`config.mk`:
```
export PLATFORM = sky130hd
export DESIGN_NAME = pin_conditioner_flat
export DESIGN_NICKNAME = d
export VERILOG_FILES = /design/src/rtl/pin_conditioner_if.sv /design/src/rtl/pin_conditioner.sv /design/src/flat_wrapper.sv
export SDC_FILE = /design/constraint.sdc
export NUM_CORES = 1
export LEC_CHECK = 0
export ABC_CLOCK_PERIOD_IN_PS = 1800
export BUFFER_PORTS_ARGS = -buffer_cell sky130_fd_sc_hd__clkbuf_2
export CAP_MARGIN = 20
export CORE_MARGIN = 8
export CORE_UTILIZATION = 52
export DETAILED_ROUTE_END_ITERATION = 6
export HOLD_SLACK_MARGIN = 0.06
export PLACE_DENSITY = 0.73
export SLEW_MARGIN = 20
export SYNTH_ARGS = -nofsm -noshare
export SYNTH_HDL_FRONTEND = slang
export SYNTH_SLANG_ARGS = --single-unit
```
`constraint.sdc`:
```
create_clock -name clk -period 1.8 [get_ports clk]
set_clock_uncertainty 0.15 [all_clocks]
set_input_delay 0.18 -clock clk [delete_from_list [all_inputs] [get_ports clk]]
set_output_delay 0.18 -clock clk [all_outputs]
set_load 0.05 [all_outputs]
```
`src/rtl/pin_conditioner_if.sv`:
```
// Pad-side and core-side signals of the pin conditioner.
// The pad/bench side drives the pads as master; the conditioner is the slave.
interface pin_conditioner_if;
    logic [7:0] ui_in;
    logic [7:0] uio_in;
    logic       sys_rst_n;
    logic       rx_s;
    logic [3:0] gpio_i_s;
    logic       irq_level;
    logic       irq_pulse;
    logic       init_qspicmd;
    logic [1:0] init_latency;
    logic       init_cpu_start;
    logic [1:0] init_uart;
    logic       straps_valid;

    modport master (
        output ui_in, uio_in,
        input  sys_rst_n, rx_s, gpio_i_s, irq_level, irq_pulse,
        input  init_qspicmd, init_latency, init_cpu_start, init_uart, straps_valid
    );

    modport slave (
        input  ui_in, uio_in,
        output sys_rst_n, rx_s, gpio_i_s, irq_level, irq_pulse,
        output init_qspicmd, init_latency, init_cpu_start, init_uart, straps_valid
    );
endinterface

```
`src/rtl/pin_conditioner.sv`:
```
// Pad input conditioning: synchronizers, interrupt debounce, core reset
// sequencing and one-shot boot strap capture for fpga_top.
module pin_conditioner #(
    parameter int SYNC_STAGES = 2,
    parameter int DEBOUNCE_W  = 4,
    parameter int STRAP_DELAY = 8
) (
    input  logic               clk,
    input  logic               rst_n,
    pin_conditioner_if.slave   pif
);
    localparam int WCW = $clog2(STRAP_DELAY + 1);
    localparam logic [WCW-1:0]        WAIT_LAST = WCW'(STRAP_DELAY - 1);
    localparam logic [WCW-1:0]        WAIT_ONE  = WCW'(1);
    localparam logic [DEBOUNCE_W-1:0] DMAX      = {DEBOUNCE_W{1'b1}};
    localparam logic [DEBOUNCE_W-1:0] DB_ONE    = DEBOUNCE_W'(1);

    typedef enum logic [1:0] {
        ST_HOLD  = 2'd0,
        ST_WAIT  = 2'd1,
        ST_LATCH = 2'd2,
        ST_RUN   = 2'd3
    } seq_state_t;

    logic [SYNC_STAGES-1:0]      rsync_chain_r;
    logic [SYNC_STAGES-1:0]      rx_chain_r;
    logic [SYNC_STAGES-1:0]      irq_chain_r;
    logic [SYNC_STAGES-1:0][5:0] strap_chain_r;
    logic [SYNC_STAGES-1:0][3:0] gpio_chain_r;

    seq_state_t                  state_r;
    logic [WCW-1:0]              wait_cnt_r;
    logic                        sys_rst_n_r;
    logic                        straps_valid_r;
    logic [5:0]                  init_r;

    logic [DEBOUNCE_W-1:0]       db_cnt_r;
    logic                        irq_level_r;
    logic                        irq_level_q_r;
    logic                        irq_pulse_r;

    logic                        rsync_s;
    logic                        irq_sync_s;
    logic                        mismatch_s;
    logic                        unused_pads_s;

    assign rsync_s       = rsync_chain_r[SYNC_STAGES-1];
    assign irq_sync_s    = irq_chain_r[SYNC_STAGES-1];
    assign mismatch_s    = irq_sync_s ^ irq_level_r;
    assign unused_pads_s = ^pif.uio_in[3:0];

    // Reset synchronizer: asynchronous assert, synchronous release.
    always_ff @(posedge clk or negedge rst_n) begin
        if (!rst_n) begin
            rsync_chain_r <= {SYNC_STAGES{1'b0}};
        end else begin
            rsync_chain_r <= {rsync_chain_r[SYNC_STAGES-2:0], 1'b1};
        end
    end

    // Pad synchronizer chains; rx idles high so the UART sees no false start bit.
    always_ff @(posedge clk or negedge rst_n) begin
        if (!rst_n) begin
            rx_chain_r    <= {SYNC_STAGES{1'b1}};
            irq_chain_r   <= {SYNC_STAGES{1'b0}};
            strap_chain_r <= {(SYNC_STAGES*6){1'b0}};
            gpio_chain_r  <= {(SYNC_STAGES*4){1'b0}};
        end else begin
            rx_chain_r    <= {rx_chain_r[SYNC_STAGES-2:0], pif.ui_in[0]};
            irq_chain_r   <= {irq_chain_r[SYNC_STAGES-2:0], pif.ui_in[1]};
            strap_chain_r <= {strap_chain_r[SYNC_STAGES-2:0], pif.ui_in[7:2]};
            gpio_chain_r  <= {gpio_chain_r[SYNC_STAGES-2:0], pif.uio_in[7:4]};
        end
    end

    // Reset sequencer: wait for straps to settle, latch them once, release the core.
    always_ff @(posedge clk or negedge rst_n) begin
        if (!rst_n) begin
            state_r        <= ST_HOLD;
            wait_cnt_r     <= {WCW{1'b0}};
            sys_rst_n_r    <= 1'b0;
            straps_valid_r <= 1'b0;
            init_r         <= 6'b000000;
        end else begin
            case (state_r)
                ST_HOLD: begin
                    if (rsync_s) begin
                        state_r    <= ST_WAIT;
                        wait_cnt_r <= {WCW{1'b0}};
                    end else begin
                        state_r    <= ST_HOLD;
                    end
                end
                ST_WAIT: begin
                    if (wait_cnt_r == WAIT_LAST) begin
                        state_r    <= ST_LATCH;
                    end else begin
                        wait_cnt_r <= wait_cnt_r + WAIT_ONE;
                    end
                end
                ST_LATCH: begin
                    state_r        <= ST_RUN;
                    init_r         <= strap_chain_r[SYNC_STAGES-1];
                    straps_valid_r <= 1'b1;
                    sys_rst_n_r    <= 1'b1;
                end
                ST_RUN: begin
                    state_r <= ST_RUN;
                end
                default: begin
                    state_r <= ST_HOLD;
                end
            endcase
        end
    end

    // Interrupt debounce: level follows the pad only after DMAX+1 steady mismatching cycles.
    always_ff @(posedge clk or negedge rst_n) begin
        if (!rst_n) begin
            db_cnt_r    <= {DEBOUNCE_W{1'b0}};
            irq_level_r <= 1'b0;
        end else begin
            if (mismatch_s) begin
                if (db_cnt_r == DMAX) begin
                    irq_level_r <= irq_sync_s;
                    db_cnt_r    <= {DEBOUNCE_W{1'b0}};
                end else begin
                    db_cnt_r    <= db_cnt_r + DB_ONE;
                end
            end else begin
                db_cnt_r <= {DEBOUNCE_W{1'b0}};
            end
        end
    end

    // Rising-edge strobe; rises seen before RUN are dropped, not deferred.
    always_ff @(posedge clk or negedge rst_n) begin
        if (!rst_n) begin
            irq_level_q_r <= 1'b0;
            irq_pulse_r   <= 1'b0;
        end else begin
            irq_level_q_r <= irq_level_r;
            irq_pulse_r   <= irq_level_r & ~irq_level_q_r & (state_r == ST_RUN);
        end
    end

    assign pif.sys_rst_n      = sys_rst_n_r;
    assign pif.rx_s           = rx_chain_r[SYNC_STAGES-1];
    assign pif.gpio_i_s       = gpio_chain_r[SYNC_STAGES-1];
    assign pif.irq_level      = irq_level_r;
    assign pif.irq_pulse      = irq_pulse_r;
    assign pif.init_uart      = init_r[5:4];
    assign pif.init_cpu_start = init_r[3];
    assign pif.init_latency   = init_r[2:1];
    assign pif.init_qspicmd   = init_r[0];
    assign pif.straps_valid   = straps_valid_r;
endmodule

```
`src/flat_wrapper.sv`:
```
// flat-port wrapper written by rule: the top's interface ports become plain ports
module pin_conditioner_flat 
#(
    parameter int SYNC_STAGES = 2,
    parameter int DEBOUNCE_W  = 4,
    parameter int STRAP_DELAY = 8
)
  (clk, rst_n, pif_ui_in, pif_uio_in, pif_sys_rst_n, pif_rx_s, pif_gpio_i_s, pif_irq_level, pif_irq_pulse, pif_init_qspicmd, pif_init_latency, pif_init_cpu_start, pif_init_uart, pif_straps_valid);
  pin_conditioner_if pif_i ();
  input  logic clk;
  input  logic rst_n;
  input wire logic [$bits(pif_i.ui_in)-1:0] pif_ui_in;
  input wire logic [$bits(pif_i.uio_in)-1:0] pif_uio_in;
  output wire logic [$bits(pif_i.sys_rst_n)-1:0] pif_sys_rst_n;
  output wire logic [$bits(pif_i.rx_s)-1:0] pif_rx_s;
  output wire logic [$bits(pif_i.gpio_i_s)-1:0] pif_gpio_i_s;
  output wire logic [$bits(pif_i.irq_level)-1:0] pif_irq_level;
  output wire logic [$bits(pif_i.irq_pulse)-1:0] pif_irq_pulse;
  output wire logic [$bits(pif_i.init_qspicmd)-1:0] pif_init_qspicmd;
  output wire logic [$bits(pif_i.init_latency)-1:0] pif_init_latency;
  output wire logic [$bits(pif_i.init_cpu_start)-1:0] pif_init_cpu_start;
  output wire logic [$bits(pif_i.init_uart)-1:0] pif_init_uart;
  output wire logic [$bits(pif_i.straps_valid)-1:0] pif_straps_valid;
  assign pif_i.ui_in = pif_ui_in;
  assign pif_i.uio_in = pif_uio_in;
  assign pif_sys_rst_n = pif_i.sys_rst_n;
  assign pif_rx_s = pif_i.rx_s;
  assign pif_gpio_i_s = pif_i.gpio_i_s;
  assign pif_irq_level = pif_i.irq_level;
  assign pif_irq_pulse = pif_i.irq_pulse;
  assign pif_init_qspicmd = pif_i.init_qspicmd;
  assign pif_init_latency = pif_i.init_latency;
  assign pif_init_cpu_start = pif_i.init_cpu_start;
  assign pif_init_uart = pif_i.init_uart;
  assign pif_straps_valid = pif_i.straps_valid;
  pin_conditioner #(.SYNC_STAGES(SYNC_STAGES), .DEBOUNCE_W(DEBOUNCE_W), .STRAP_DELAY(STRAP_DELAY)) u_core (.clk(clk), .rst_n(rst_n), .pif(pif_i));
endmodule
```
# Word level (Yosys, flattened, before mapping)
# Cells that the tools add are included.
# totals
regBits	46
in_bits	18
out_inout_bits	15
wordCells	42
# classes
n_eq_ne	8
bitwise	4
addsub	2
n_reduce_logical	5
n_mux	8
# ops
op	n
4-bit two-way mux	4
4-bit by 1-bit adder with 4-bit output (second input constant)	2
4-bit one-hot mux with 2 select lines	1
2-bit one-hot mux with 3 select lines	1
2-bit equality test (second input constant)	2
4-bit by 3-bit equality test with 1-bit output (second input constant)	1
4-bit equality test (second input constant)	1
2-bit by 1-bit inequality test with 1-bit output (second input constant)	2
3-bit AND reduction	1
1-bit bitwise AND	2
2-bit by 1-bit equality test with 1-bit output (second input constant)	1
2-bit zero test	1
2-bit two-way mux	1
2-bit inequality test (second input constant)	1
2-bit AND reduction	1
2-bit nonzero test	1
2-bit OR reduction	1
1-bit two-way mux	1
1-bit inverter	1
1-bit XOR	1

# Longest topological paths before layout
# Gate-level depths: netlist of run 1.
# depth
depth_word	3
depth_mapped	4

# Least setup slack after synthesis of run 1
# OpenSTA, ideal clock, no wires.
# synth_path
path_type	register -> register
from	register u_core.db_cnt_r[0]
to	register u_core.irq_level_r, in the netlist u_core.pif.irq_level
path_slack_ns	0.505
t_required_ns	1.525
n_path_buf	0
period_less_slack_ns	1.295
arrival_time_ns	1.021
path_stages_with_launch	4
path_cell_list	dfrtp_1 ha_1 nand3_1 mux2_2
# synth_between
elab_chain_len	2
# synth_lines
item	line	text
start, declared	pin_conditioner.sv:37	logic [DEBOUNCE_W-1:0] db_cnt_r;
start signal, assigned	pin_conditioner.sv:120	db_cnt_r <= {DEBOUNCE_W{1'b0}};
start signal, assigned	pin_conditioner.sv:126	db_cnt_r <= {DEBOUNCE_W{1'b0}};
start signal, assigned	pin_conditioner.sv:128	db_cnt_r <= db_cnt_r + DB_ONE;
4-bit equality test	pin_conditioner.sv:124	if (db_cnt_r == DMAX) begin
2-bit AND reduction (no source line)	n/a	
end signal, assigned	pin_conditioner.sv:125	irq_level_r <= irq_sync_s;
end, declared	pin_conditioner.sv:38	logic irq_level_r;
# Every way passes these cells.
# A chain may end at the register's enable or synchronous reset.

# Final worst setup path of run 1
# layout_path
from	register u_core.rx_chain_r[1]
to	output pif_rx_s
# layout_lines
item	line	text
start, declared	pin_conditioner.sv:26	logic [SYNC_STAGES-1:0] rx_chain_r;
start signal, assigned	pin_conditioner.sv:64	rx_chain_r <= {SYNC_STAGES{1'b1}};
start signal, assigned	pin_conditioner.sv:69	rx_chain_r <= {rx_chain_r[SYNC_STAGES-2:0], pif.ui_in[0]};
end, declared	flat_wrapper.sv:15	output wire logic [$bits(pif_i.rx_s)-1:0] pif_rx_s;
# No word-level cell between the ends.

==> results.rst, run 1 <==
.. list-table::
   :header-rows: 1

   * - Metric
     - Value
   * - Total number of placement rows
     - 20
   * - Min setup slack post-route
     - 307 ps
   * - DP HPWL
     - 1.77 mm
   * - Startpoint class of the critical path
     - flop
   * - First-pass GRT wire length
     - 4.20 mm
   * - Kind of cell adding the most delay to the critical path
     - flip-flops
   * - GR Layer Usage met3
     - 4.66%
   * - Setup slack on the worst flop-to-flop path
     - 410 ps
   * - Setup CP Type
     - reg -> out
   * - Post-route insts no fill
     - 175
   * - Starting Density
     - 53.2%
   * - Post-Syn Instances
     - 99
   * - Total instance count after detailed placement
     - 154
   * - Launch point of the worst reg-to-reg path
     - u_core.db_cnt_r[0]
   * - Net Sw Power
     - 813 uW
   * - Cell area after synthesis
     - 1580 sq um
   * - Clock insertion delay at the later pin of the skew report
     - 350 ps
   * - Number of buffers created by CTS
     - 5
   * - Maximum buffer depth of the clock tree
     - 2
   * - Tcrit/Tclk final
     - 82.9%
   * - Worst path max stage delay
     - 540 ps
   * - Total detailed-routing wirelength
     - 2.60 mm
   * - Number of antenna violations at the first check in global routing
     - 0
   * - Gp weighted congestion
     - 0.745
   * - Pwr Density
     - 1350 nW/um^2
   * - Total vias in the final route
     - 866
   * - CTS clock-pin slew for the worst setup and hold paths
     - 130 ps
   * - Clock tree from TritonCTS
     - done
   * - Most frequent cells in the layout
     - sky130_fd_sc_hd__dfrtp_1 (44), sky130_fd_sc_hd__clkbuf_2 (28), sky130_fd_sc_hd__dlygate4sd3_1 (13)
   * - Global Route met1 Usage
     - 10.2%
   * - Full die area
     - 5070 sq um
   * - Synthesized flop and latch total
     - 46
   * - Floorplan Core Area
     - 2980 sq um
   * - Fraction of layout cells with a size suffix above 1
     - 34.5%
   * - Worst setup slack after placement
     - 408 ps
   * - Via count of the first global-routing pass
     - 932
   * - Static power due to leakage
     - 0.000975 uW
   * - Number of buffers and inverters on the critical path
     - 1
   * - Setup crit start
     - u_core.rx_chain_r[1]
   * - TritonCTS sink count
     - 46
   * - Setup repair after global routing missed its margin
     - false
   * - Area leader, netlist
     - sky130_fd_sc_hd__dfrtp_1
   * - Area delta synth->final
     - 23.9%
   * - Boundary pin count
     - 33
   * - Final-report max-slew violation count
     - 0
   * - Slew at the pin with the worst max-slew slack
     - 562 ps
   * - Max_slew headroom
     - 62.5%
   * - Total Routing Usage GR
     - 11.1%
   * - DR iter-0 viols
     - 20
   * - DR vias/cell
     - 4.95
   * - Final critical delay including setup and external delays
     - 1490 ps
   * - Reg power frac
     - 48.2%
   * - Data required, critical path
     - 1470 ps
   * - Nets in the synthesized netlist
     - 119
   * - Number of filler instances in the final layout
     - 212
   * - Kind of end point of the critical path
     - output port
   * - GRT Residual Overflow
     - 0
   * - Count of nets after finishing
     - 161
   * - Clock share of power
     - 28.3%
   * - Max cap viols
     - 0
   * - Number of buffer cells added on primary ports
     - 28
   * - Switching power share of the total
     - 30.8%
   * - Relative contribution of combinational cells to total power
     - 23.5%
   * - Top fanout value on the critical path
     - 1
   * - Pin count of the biggest net entering global routing
     - 26
   * - Met2 track demand over resource in global routing
     - 19.8%
   * - Run status
     - completed
   * - Worst Path Arrival
     - 1160 ps
   * - Remaining DRCs
     - 0
   * - Synth Area per Inst
     - 16.0 sq um
   * - Vertical extent of the die
     - 71.2 um
   * - Fin Setup TNS
     - 0 ps
   * - Master cell of the clock root buffer
     - sky130_fd_sc_hd__clkbuf_4
   * - Final Hold Fails
     - 0
   * - Worst path cell trace
     - clkbuf_2
   * - Overall die width
     - 71.2 um
   * - Peak Freq
     - 670 MHz
   * - Power Internal
     - 1830 uW
   * - Slowest stage cell, crit path
     - sky130_fd_sc_hd__dfstp_2
   * - Average wire per standard cell
     - 14.9 um
   * - Cell types occupying the most area after synthesis
     - sky130_fd_sc_hd__dfrtp_1 (70%), sky130_fd_sc_hd__mux2_4 (5.7%), sky130_fd_sc_hd__dfstp_2 (3.3%), sky130_fd_sc_hd__buf_4 (2.4%), sky130_fd_sc_hd__ha_1 (1.6%)
   * - Hold crit path type
     - in -> async
   * - Share of synthesized area occupied by flip-flops and latches
     - 72.8%
   * - Number of diodes added for antenna fixing
     - 0
   * - DRT antenna net count
     - 0
   * - Synthesis Warnings
     - 0
   * - Final setup vio count
     - 0
   * - H-tree depth
     - 2
   * - Top Usage Layer GRT
     - met2
   * - Router iterations before antenna repair
     - 4
   * - Share of the synthesized area in the top cell type
     - 69.5%
   * - Post-synth cell types
     - 30
   * - Most frequent standard cell in the layout excluding fill and tap cells
     - sky130_fd_sc_hd__dfrtp_1
   * - Worst IR drop on VDD
     - 0.755 mV
==> cells by family (layout without fill, tap and decap cells) <==
family                   Yosys count  in the layout  synth area share (%)
AND/OR/NAND/NOR                   20             20                  8.29
flip-flops                        46             46                  72.8
AO/OA/AOI/OAI                     10             10                  4.03
buffers and inverters              9             52                  4.27
adder cells (fa/ha/maj)            2              2                  1.58
other                              1              1                 0.237
XOR/XNOR                           2              2                  1.11
multiplexers                       9              9                  7.66
==> power groups by stage <==
stage	Combinational [uW]	Sequential [uW]	Clock, uW
CTS	629	1270	767
floorplan	305	1450	0
global placement	585	1280	0
detailed placement	605	1290	0
global route	671	1290	802
finish	620	1270	746
==> sequential cells by signal, summed over array words and instances (netlist names), 2 cells and up <==
register,flops
u_core.init_r,6
u_core.rx_chain_r,2
u_core.irq_chain_r,2
u_core.db_cnt_r,4
u_core.wait_cnt_r,4
u_core.state_r,2
u_core.rsync_chain_r,2
u_core.pif.gpio_i_s,4
u_core.strap_chain_r,12
u_core.gpio_chain_r,4
==> layer usage <==
layer | wire length (um) | vias up
met2 | 1400 | 22
li1 | - | 409
met4 | 57 | 0
met3 | 166 | 7
met5 | 0 | -
met1 | 979 | 428
==> metrics by stage <==
stage | power, uW | instance area (sq um) | util, % | hold WS (ps)
after floorplan | 1750 | 1580 | - | -266
after global placement | 1870 | 1730 | 57.9 | 36.6
after detailed placement | 1900 | 1730 | 57.9 | 51.8
after CTS | 2670 | 1960 | 65.9 | 186
after global routing | 2760 | 1960 | 65.9 | 218
final | 2640 | 1960 | 65.9 | 180
==> path summary, 6_finish.rpt <==
check	endpoint	cells after the start
max	pif_rx_s	1
min	u_core.irq_level_q_r	2
max reg2reg	u_core.pif.irq_level	3
min reg2reg	u_core.pif.gpio_i_s[2]	0
max in group asynchronous	u_core.rx_chain_r[1]	3
min in group clk	u_core.pif.gpio_i_s[2]	0
==> synthesized netlist by cell type <==
library cell / instances
sky130_fd_sc_hd__mux2i_1: 2
sky130_fd_sc_hd__a21oi_1: 3
sky130_fd_sc_hd__o22ai_1: 1
sky130_fd_sc_hd__inv_1: 2
sky130_fd_sc_hd__dfrtp_1: 44
sky130_fd_sc_hd__buf_4: 5
sky130_fd_sc_hd__a2bb2oi_1: 1
sky130_fd_sc_hd__nand3_1: 3
sky130_fd_sc_hd__nor2b_1: 1
sky130_fd_sc_hd__dfstp_2: 2
sky130_fd_sc_hd__mux2_2: 1
sky130_fd_sc_hd__or3b_1: 1
sky130_fd_sc_hd__mux2_4: 6
sky130_fd_sc_hd__nand2b_4: 1
sky130_fd_sc_hd__conb_1: 1
sky130_fd_sc_hd__xnor2_1: 2
sky130_fd_sc_hd__o21ai_0: 2
sky130_fd_sc_hd__nor2b_2: 1
sky130_fd_sc_hd__nor3b_1: 3
sky130_fd_sc_hd__and4b_1: 1
sky130_fd_sc_hd__o21ai_2: 1
sky130_fd_sc_hd__o21bai_1: 1
sky130_fd_sc_hd__nand4b_1: 1
sky130_fd_sc_hd__nor2_1: 1
sky130_fd_sc_hd__buf_6: 2
sky130_fd_sc_hd__and3_1: 1
sky130_fd_sc_hd__nand2_1: 4
sky130_fd_sc_hd__ha_1: 2
sky130_fd_sc_hd__nand2b_1: 2
sky130_fd_sc_hd__o21a_1: 1
==> timing repair <==
action                    CTS  global route
setup buffers               0             0
hold buffers               13             0
hold endpoints to repair   57             0
resized for setup           0             0
==> layout make-up <==
| cell class | count | area, sq um | share of cell area [%] |
|---|---|---|---|
| Multi-Input combinational cell | 44 | 363 | 18.5 |
| Tap cell | 33 | 41.3 | 2.10 |
| Timing Repair Buffer | 42 | 290 | 14.8 |
| Clock inverter | 3 | 68.8 | 3.51 |
| Inverter | 2 | 7.51 | 0.383 |
| Clock buffer | 5 | 37.5 | 1.91 |
| Sequential cell | 46 | 1150 | 58.8 |
Note: power is estimated with default switching activity, not from simulation.
==> run 2: changes to the inputs <==
ABC_CLOCK_PERIOD_IN_PS = 1600   (was 1800)
clock period = 1.6 ns   (was 1.8 ns; I/O delays follow)
==> run 2 against run 1 <==
Clock-buffer cell count stayed put; global-route usage down 0.11 points; first-iteration DRC count grew 5.0%; critical path type unchanged; worst hold slack better by 34 ps; sequential power is 13% higher; total power up 5.1%; critical path depth did not move; non-clock buffer count unchanged; flip-flop and latch count did not move; sequential share of layout area increased by 1.3 points; highest routed layer unchanged; setup slack lost 160 ps.
==> results.rst, run 2 (same netlist as run 1, synthesis figures left out) <==
.. list-table::
   :header-rows: 1

   * - Metric
     - Value
   * - Relative contribution of combinational cells to total power
     - 24.9% (was 23.5%)
   * - Run status
     - completed (unchanged)
   * - Number of buffers created by CTS
     - 5 (unchanged)
   * - Instance count along the most critical hold path
     - 0
   * - Worst setup slack after placement
     - 253 ps (was 408 ps)
   * - Final critical delay including setup and external delays
     - 1450 ps
   * - Average wire per standard cell
     - 13.8 um (was 14.9 um)
   * - Worst path cell trace
     - clkbuf_2 (unchanged)
   * - Data required, critical path
     - 1290 ps (was 1470 ps)
   * - Tcrit/Tclk final
     - 90.8%
   * - Vertical extent of the die
     - 71.2 um (unchanged)
   * - CTS clock-pin slew for the worst setup and hold paths
     - 120 ps (was 130 ps)
   * - Pwr Density
     - 1440 nW/um^2 (was 1350 nW/um^2)
   * - Full die area
     - 5070 sq um (unchanged)
   * - Maximum buffer depth of the clock tree
     - 2 (unchanged)
   * - Most frequent standard cell in the layout excluding fill and tap cells
     - sky130_fd_sc_hd__dfrtp_1 (unchanged)
   * - Switching power share of the total
     - 31.9% (was 30.8%)
   * - Boundary pin count
     - 33 (unchanged)
   * - Final setup vio count
     - 0 (unchanged)
   * - DR vias/cell
     - 4.86 (was 4.95)
   * - Top fanout value on the critical path
     - 1 (unchanged)
   * - Count of nets after finishing
     - 161 (unchanged)
   * - Number of buffer cells added on primary ports
     - 28 (unchanged)
   * - Worst IR drop on VDD
     - 0.716 mV (was 0.755 mV)
   * - First-pass GRT wire length
     - 4.20 mm (about the same)
   * - Number of antenna violations at the first check in global routing
     - 0 (unchanged)
   * - H-tree depth
     - 2 (unchanged)
   * - DP HPWL
     - 1.58 mm (was 1.77 mm)
   * - Clock tree from TritonCTS
     - done (unchanged)
   * - Power Internal
     - 1890 uW (was 1830 uW)
   * - Setup CP Type
     - reg -> out (unchanged)
   * - GRT Residual Overflow
     - 0 (unchanged)
   * - Setup repair after global routing missed its margin
     - false (unchanged)
   * - Worst Path Arrival
     - 1140 ps (was 1160 ps)
   * - TritonCTS sink count
     - 46 (unchanged)
   * - Logic depth of the worst setup path including buffers
     - 1 (unchanged)
   * - Largest register by flop count
     - u_core.strap_chain_r (unchanged)
   * - Total Routing Usage GR
     - 10.9% (was 11.1%)
   * - Gp weighted congestion
     - 0.732 (was 0.745)
   * - Number of diodes added for antenna fixing
     - 0 (unchanged)
   * - Floorplan Core Area
     - 2980 sq um (unchanged)
   * - Fraction of layout cells with a size suffix above 1
     - 34.5% (unchanged)
   * - Most frequent cells in the layout
     - sky130_fd_sc_hd__dfrtp_1 (44), sky130_fd_sc_hd__clkbuf_2 (28), sky130_fd_sc_hd__dlygate4sd3_1 (13) (unchanged)
   * - Peak Freq
     - 688 MHz
   * - Total vias in the final route
     - 850 (was 866)
   * - Clock insertion delay at the later pin of the skew report
     - 340 ps (was 350 ps)
   * - Total detailed-routing wirelength
     - 2.41 mm (was 2.60 mm)
   * - Max_slew headroom
     - 64.3% (was 62.5%)
   * - Via count of the first global-routing pass
     - 906 (was 932)
   * - Master cell of the clock root buffer
     - sky130_fd_sc_hd__clkbuf_4 (unchanged)
   * - Slowest stage cell, crit path
     - sky130_fd_sc_hd__dfstp_2 (unchanged)
   * - Pin count of the biggest net entering global routing
     - 47 (was 26)
   * - Total instance count after detailed placement
     - 154 (unchanged)
   * - Max cap viols
     - 0 (unchanged)
   * - Remaining DRCs
     - 0 (unchanged)
   * - DRT antenna net count
     - 0 (unchanged)
   * - Final-report max-slew violation count
     - 0 (unchanged)
   * - Post-CTS Repair Setup Buffers
     - 0 (unchanged)
   * - Top flop regs
     - u_core.strap_chain_r: 12 flops, u_core.init_r: 6 flops (unchanged)
   * - Slew at the pin with the worst max-slew slack
     - 535 ps (was 562 ps)
   * - Worst path max stage delay
     - 530 ps (was 540 ps)
   * - DR iter-0 viols
     - 21 (was 20)
   * - Hold crit path type
     - reg -> reg (was in -> async)
   * - Kind of cell adding the most delay to the critical path
     - flip-flops (unchanged)
   * - Starting Density
     - 53.2% (unchanged)
   * - Fin Setup TNS
     - 0 ps (unchanged)
   * - Number of buffers and inverters on the critical path
     - 1 (unchanged)
   * - Total number of placement rows
     - 20 (unchanged)
   * - Net Sw Power
     - 885 uW (was 813 uW)
   * - Area delta synth->final
     - 21.2% (was 23.9%)
   * - Post-route insts no fill
     - 175 (unchanged)
   * - FF-to-FF path depth
     - 4 (was 3)
   * - Reg power frac
     - 51.6% (was 48.2%)
   * - Min setup slack post-route
     - 147 ps (was 307 ps)
   * - Static power due to leakage
     - 0.000960 uW (was 0.000975 uW)
   * - Final Hold Fails
     - 0 (unchanged)
   * - Router iterations before antenna repair
     - 4 (unchanged)
   * - Max FFs per register
     - 12 (unchanged)
   * - Overall die width
     - 71.2 um (unchanged)
   * - Clock share of power
     - 23.6% (was 28.3%)
   * - Number of filler instances in the final layout
     - 218 (was 212)
   * - Kind of end point of the critical path
     - output port (unchanged)
   * - Startpoint class of the critical path
     - flop (unchanged)
-- run 2: cell count changes in the layout (fill, tap and decap cells not counted), sizes merged --
cell	change
bufinv	-1
clkinv	+1
-- run 2: layout make-up --
cell class	instances	area, sq um	share of cell area (%)
inverter	2	7.51	0.391
clock inverter	3	40.0	2.08
clock buffer	5	37.5	1.95
multi-input combinational	44	363	18.9
tap	33	41.3	2.15
sequential	46	1150	60.1
timing repair buffer	42	278	14.5
-- run 2: stage by stage --
step | area (sq um) | hold slack, ps | power (uW) | util, %
after global routing | 1920 | 224 | 2950 | 64.5
after CTS | 1920 | 214 | 2820 | 64.5
final | 1920 | 214 | 2770 | 64.5
after detailed placement | 1710 | 99.7 | 2130 | 57.5
after floorplan | 1580 | -286 | 1970 | -
after global placement | 1710 | 98.9 | 2090 | 57.5
-- run 2: worst paths after layout --
path | slack (ps) | startpoint | endpoint
worst max-delay path | 150 | u_core.rx_chain_r[1] | pif_rx_s
worst min-delay path | 210 | u_core.gpio_chain_r[1] | u_core.pif.gpio_i_s[1]
worst max register to register | 230 | u_core.wait_cnt_r[0] | u_core.wait_cnt_r[1]
worst min register to register | 210 | u_core.gpio_chain_r[1] | u_core.pif.gpio_i_s[1]
max in group asynchronous | 660 | rst_n | u_core.rx_chain_r[1]
min in group asynchronous | 270 | rst_n | u_core.pif.gpio_i_s[0]
-- run 2: metal layers --
layer	vias to the layer above	GRT usage [%]	share of wire (%)
met5	-	0	0
met4	0	3.46	1.1
met3	5	6.36	5.7
met2	18	17.8	53
met1	417	11.7	40
li1	410	-	-
-- run 2: what timing repair did --
action / CTS / global route
gates resized for setup: 0 / 0
hold buffers: 13 / 0
endpoints found under the hold margin: 56 / 0
-- run 2: worst register-to-register path, cell delays in order (launching register included) --
cell	delay, ps
sky130_fd_sc_hd__dfrtp_1	410
sky130_fd_sc_hd__ha_1	210
sky130_fd_sc_hd__nand2_1	90
sky130_fd_sc_hd__o21ai_2	210
sky130_fd_sc_hd__mux2i_1	220
-- run 2: power by group through the flow --
stage | sequential, uW | combinational [uW] | clock [uW]
finish | 1430 | 689 | 654
global route | 1460 | 758 | 734
CTS | 1430 | 705 | 687
detailed placement | 1450 | 676 | 0
global placement | 1440 | 654 | 0
floorplan | 1630 | 343 | 0
==> run 3: changes to the inputs <==
CAP_MARGIN = unset   (was 20)
PLACE_DENSITY = 0.76   (was 0.73)
==> run 3 against run 2 <==
Flip-flop and latch count did not move; clock-buffer cell count is 2 higher; cell area down 0.26%; largest cell class unchanged.
==> results.rst, run 3 (same netlist as run 1, synthesis figures left out) <==
.. list-table::
   :header-rows: 1

   * - Metric
     - Value
   * - Setup repair after global routing missed its margin
     - false (unchanged)
   * - DP HPWL
     - 1.70 mm (was 1.58 mm)
   * - Placed standard-cell area
     - 1730 sq um (was 1710 sq um)
   * - Multi-input combinational cell area
     - 363 sq um (unchanged)
   * - Floorplan Core Area
     - 2980 sq um (unchanged)
   * - Static power due to leakage
     - 0.000955 uW (was 0.000960 uW)
   * - Overall die width
     - 71.2 um (unchanged)
   * - Pin count of the biggest net entering global routing
     - 47 (unchanged)
   * - Top flop regs
     - u_core.strap_chain_r: 12 flops, u_core.init_r: 6 flops (unchanged)
   * - Final setup vio count
     - 0 (unchanged)
   * - Most frequent cells in the layout
     - sky130_fd_sc_hd__dfrtp_1 (44), sky130_fd_sc_hd__clkbuf_2 (28), sky130_fd_sc_hd__dlygate4sd3_1 (13) (unchanged)
   * - Via count of the first global-routing pass
     - 913 (was 906)
   * - Max cap viols
     - 0 (unchanged)
   * - Final core utilization
     - 64.3% (was 64.5%)
   * - Pwr Density
     - 1400 nW/um^2 (was 1440 nW/um^2)
   * - Top fanout value on the critical path
     - 1 (unchanged)
   * - Maximum buffer depth of the clock tree
     - 2 (unchanged)
   * - Slowest stage cell, crit path
     - sky130_fd_sc_hd__dfstp_2 (unchanged)
   * - TritonCTS sink count
     - 46 (unchanged)
   * - DR iter-0 viols
     - 37 (was 21)
   * - Clock insertion delay at the later pin of the skew report
     - 350 ps (was 340 ps)
   * - Largest register by flop count
     - u_core.strap_chain_r (unchanged)
   * - Gp weighted congestion
     - 0.813 (was 0.732)
   * - Clock tree from TritonCTS
     - done (unchanged)
   * - Fraction of layout cells with a size suffix above 1
     - 33.8% (was 34.5%)
   * - Boundary pin count
     - 33 (unchanged)
   * - Area occupied by registers
     - 1150 sq um (unchanged)
   * - GRT Residual Overflow
     - 0 (unchanged)
   * - Worst IR drop on VDD
     - 0.632 mV (was 0.716 mV)
   * - Worst path max stage delay
     - 530 ps (about the same)
   * - Launch point of the worst reg-to-reg path
     - u_core.state_r[1] (was u_core.wait_cnt_r[0])
   * - DR vias/cell
     - 4.99 (was 4.86)
   * - Tcrit/Tclk final
     - 90.9% (was 90.8%)
   * - Remaining DRCs
     - 0 (unchanged)
   * - Max FFs per register
     - 12 (unchanged)
   * - Number of filler instances in the final layout
     - 196 (was 218)
   * - Number of buffer cells added on primary ports
     - 28 (unchanged)
   * - Finished layout cell area
     - 1920 sq um (about the same)
   * - Vertical extent of the die
     - 71.2 um (unchanged)
   * - CTS clock-pin slew for the worst setup and hold paths
     - 110 ps (was 120 ps)
   * - Most frequent standard cell in the layout excluding fill and tap cells
     - sky130_fd_sc_hd__dfrtp_1 (unchanged)
   * - Final critical delay including setup and external delays
     - 1450 ps (about the same)
   * - Full die area
     - 5070 sq um (unchanged)
   * - Final Hold Fails
     - 0 (unchanged)
   * - Startpoint class of the critical path
     - flop (unchanged)
   * - FF-to-FF path depth
     - 3 (was 4)
   * - Logic depth of the worst setup path including buffers
     - 1 (unchanged)
   * - Hold crit path type
     - in -> async (was reg -> reg)
   * - Worst path cell trace
     - clkbuf_2 (unchanged)
   * - Worst Path Arrival
     - 1140 ps (about the same)
   * - Peak Freq
     - 688 MHz (about the same)
   * - H-tree depth
     - 2 (unchanged)
   * - Number of buffers created by CTS
     - 5 (unchanged)
   * - Number of diodes added for antenna fixing
     - 0 (unchanged)
   * - Total detailed-routing wirelength
     - 2.38 mm (was 2.41 mm)
   * - Kind of cell adding the most delay to the critical path
     - flip-flops (unchanged)
   * - Starting Density
     - 53.2% (unchanged)
   * - Number of antenna violations at the first check in global routing
     - 0 (unchanged)
   * - Fin Setup TNS
     - 0 ps (unchanged)
   * - Average wire per standard cell
     - 13.6 um (was 13.8 um)
   * - Total Routing Usage GR
     - 10.8% (was 10.9%)
   * - Final-report max-slew violation count
     - 0 (unchanged)
   * - Total number of placement rows
     - 20 (unchanged)
   * - Count of nets after finishing
     - 161 (unchanged)
   * - Total vias in the final route
     - 874 (was 850)
   * - Setup CP Type
     - reg -> out (unchanged)
   * - Kind of end point of the critical path
     - output port (unchanged)
   * - Master cell of the clock root buffer
     - sky130_fd_sc_hd__clkbuf_4 (unchanged)
   * - Data required, critical path
     - 1290 ps (about the same)
   * - Number of buffers and inverters on the critical path
     - 1 (unchanged)
   * - First-pass GRT wire length
     - 4.11 mm (was 4.20 mm)
   * - DRT antenna net count
     - 0 (unchanged)
   * - Post-route insts no fill
     - 175 (unchanged)
   * - Total instance count after detailed placement
     - 154 (unchanged)
   * - Run status
     - completed (unchanged)
   * - Setup crit start
     - u_core.rx_chain_r[1] (unchanged)
   * - Router iterations before antenna repair
     - 3 (was 4)
   * - Area delta synth->final
     - 20.9% (was 21.2%)
run 3: power breakdown:
group / total, uW / leakage (uW) / switching [uW] / internal (uW)
logic: 706 / 0.000369 / 448 / 257
clock network: 536 / 0.0000353 / 323 / 213
registers: 1430 / 0.000551 / 118 / 1310
total: 2670 / 0.000955 / 889 / 1780
run 3: layout make-up:
| type | count | share of cell area (%) |
|---|---|---|
| Sequential cell | 46 | 60.2 |
| Multi-Input combinational cell | 44 | 18.9 |
| Timing Repair Buffer | 42 | 15.2 |
| Clock buffer | 7 | 2.87 |
| Tap cell | 33 | 2.16 |
| Inverter | 2 | 0.392 |
| Clock inverter | 1 | 0.261 |
run 3: worst paths after layout:
| check | endpoint | slack, ps |
|---|---|---|
| min | u_core.irq_level_q_r | 160 |
| max reg2reg | u_core.wait_cnt_r[0] | 210 |
| max in group asynchronous | u_core.rx_chain_r[0] | 870 |
| min in group clk | u_core.rsync_chain_r[1] | 210 |
| min reg2reg | u_core.rsync_chain_r[1] | 210 |
| max | pif_rx_s | 150 |
run 3: timing repair:
item / CTS / global route
gates resized for setup: 0 / 0
endpoints found under the setup margin: 0 / 0
buffers inserted: 0 / 0
hold buffers: 13 / 0
hold endpoints to repair: 58 / 0
run 3: stage by stage:
stage	setup slack (ps)	power, uW	hold WS (ps)
after floorplan	305	1970	-286
after global placement	274	2090	6.58
after detailed placement	218	2150	7.15
after CTS	125	2710	165
after global routing	111	2820	185
final	146	2670	164
run 3: routing by layer:
metal / GRT usage [%] / routed length (um) / vias to the layer above
li1: - / - / 411
met1: 10.4 / 872 / 434
met2: 18.1 / 1280 / 21
met3: 5.08 / 170 / 8
met4: 6.93 / 63 / 0
met5: 0 / 0 / -
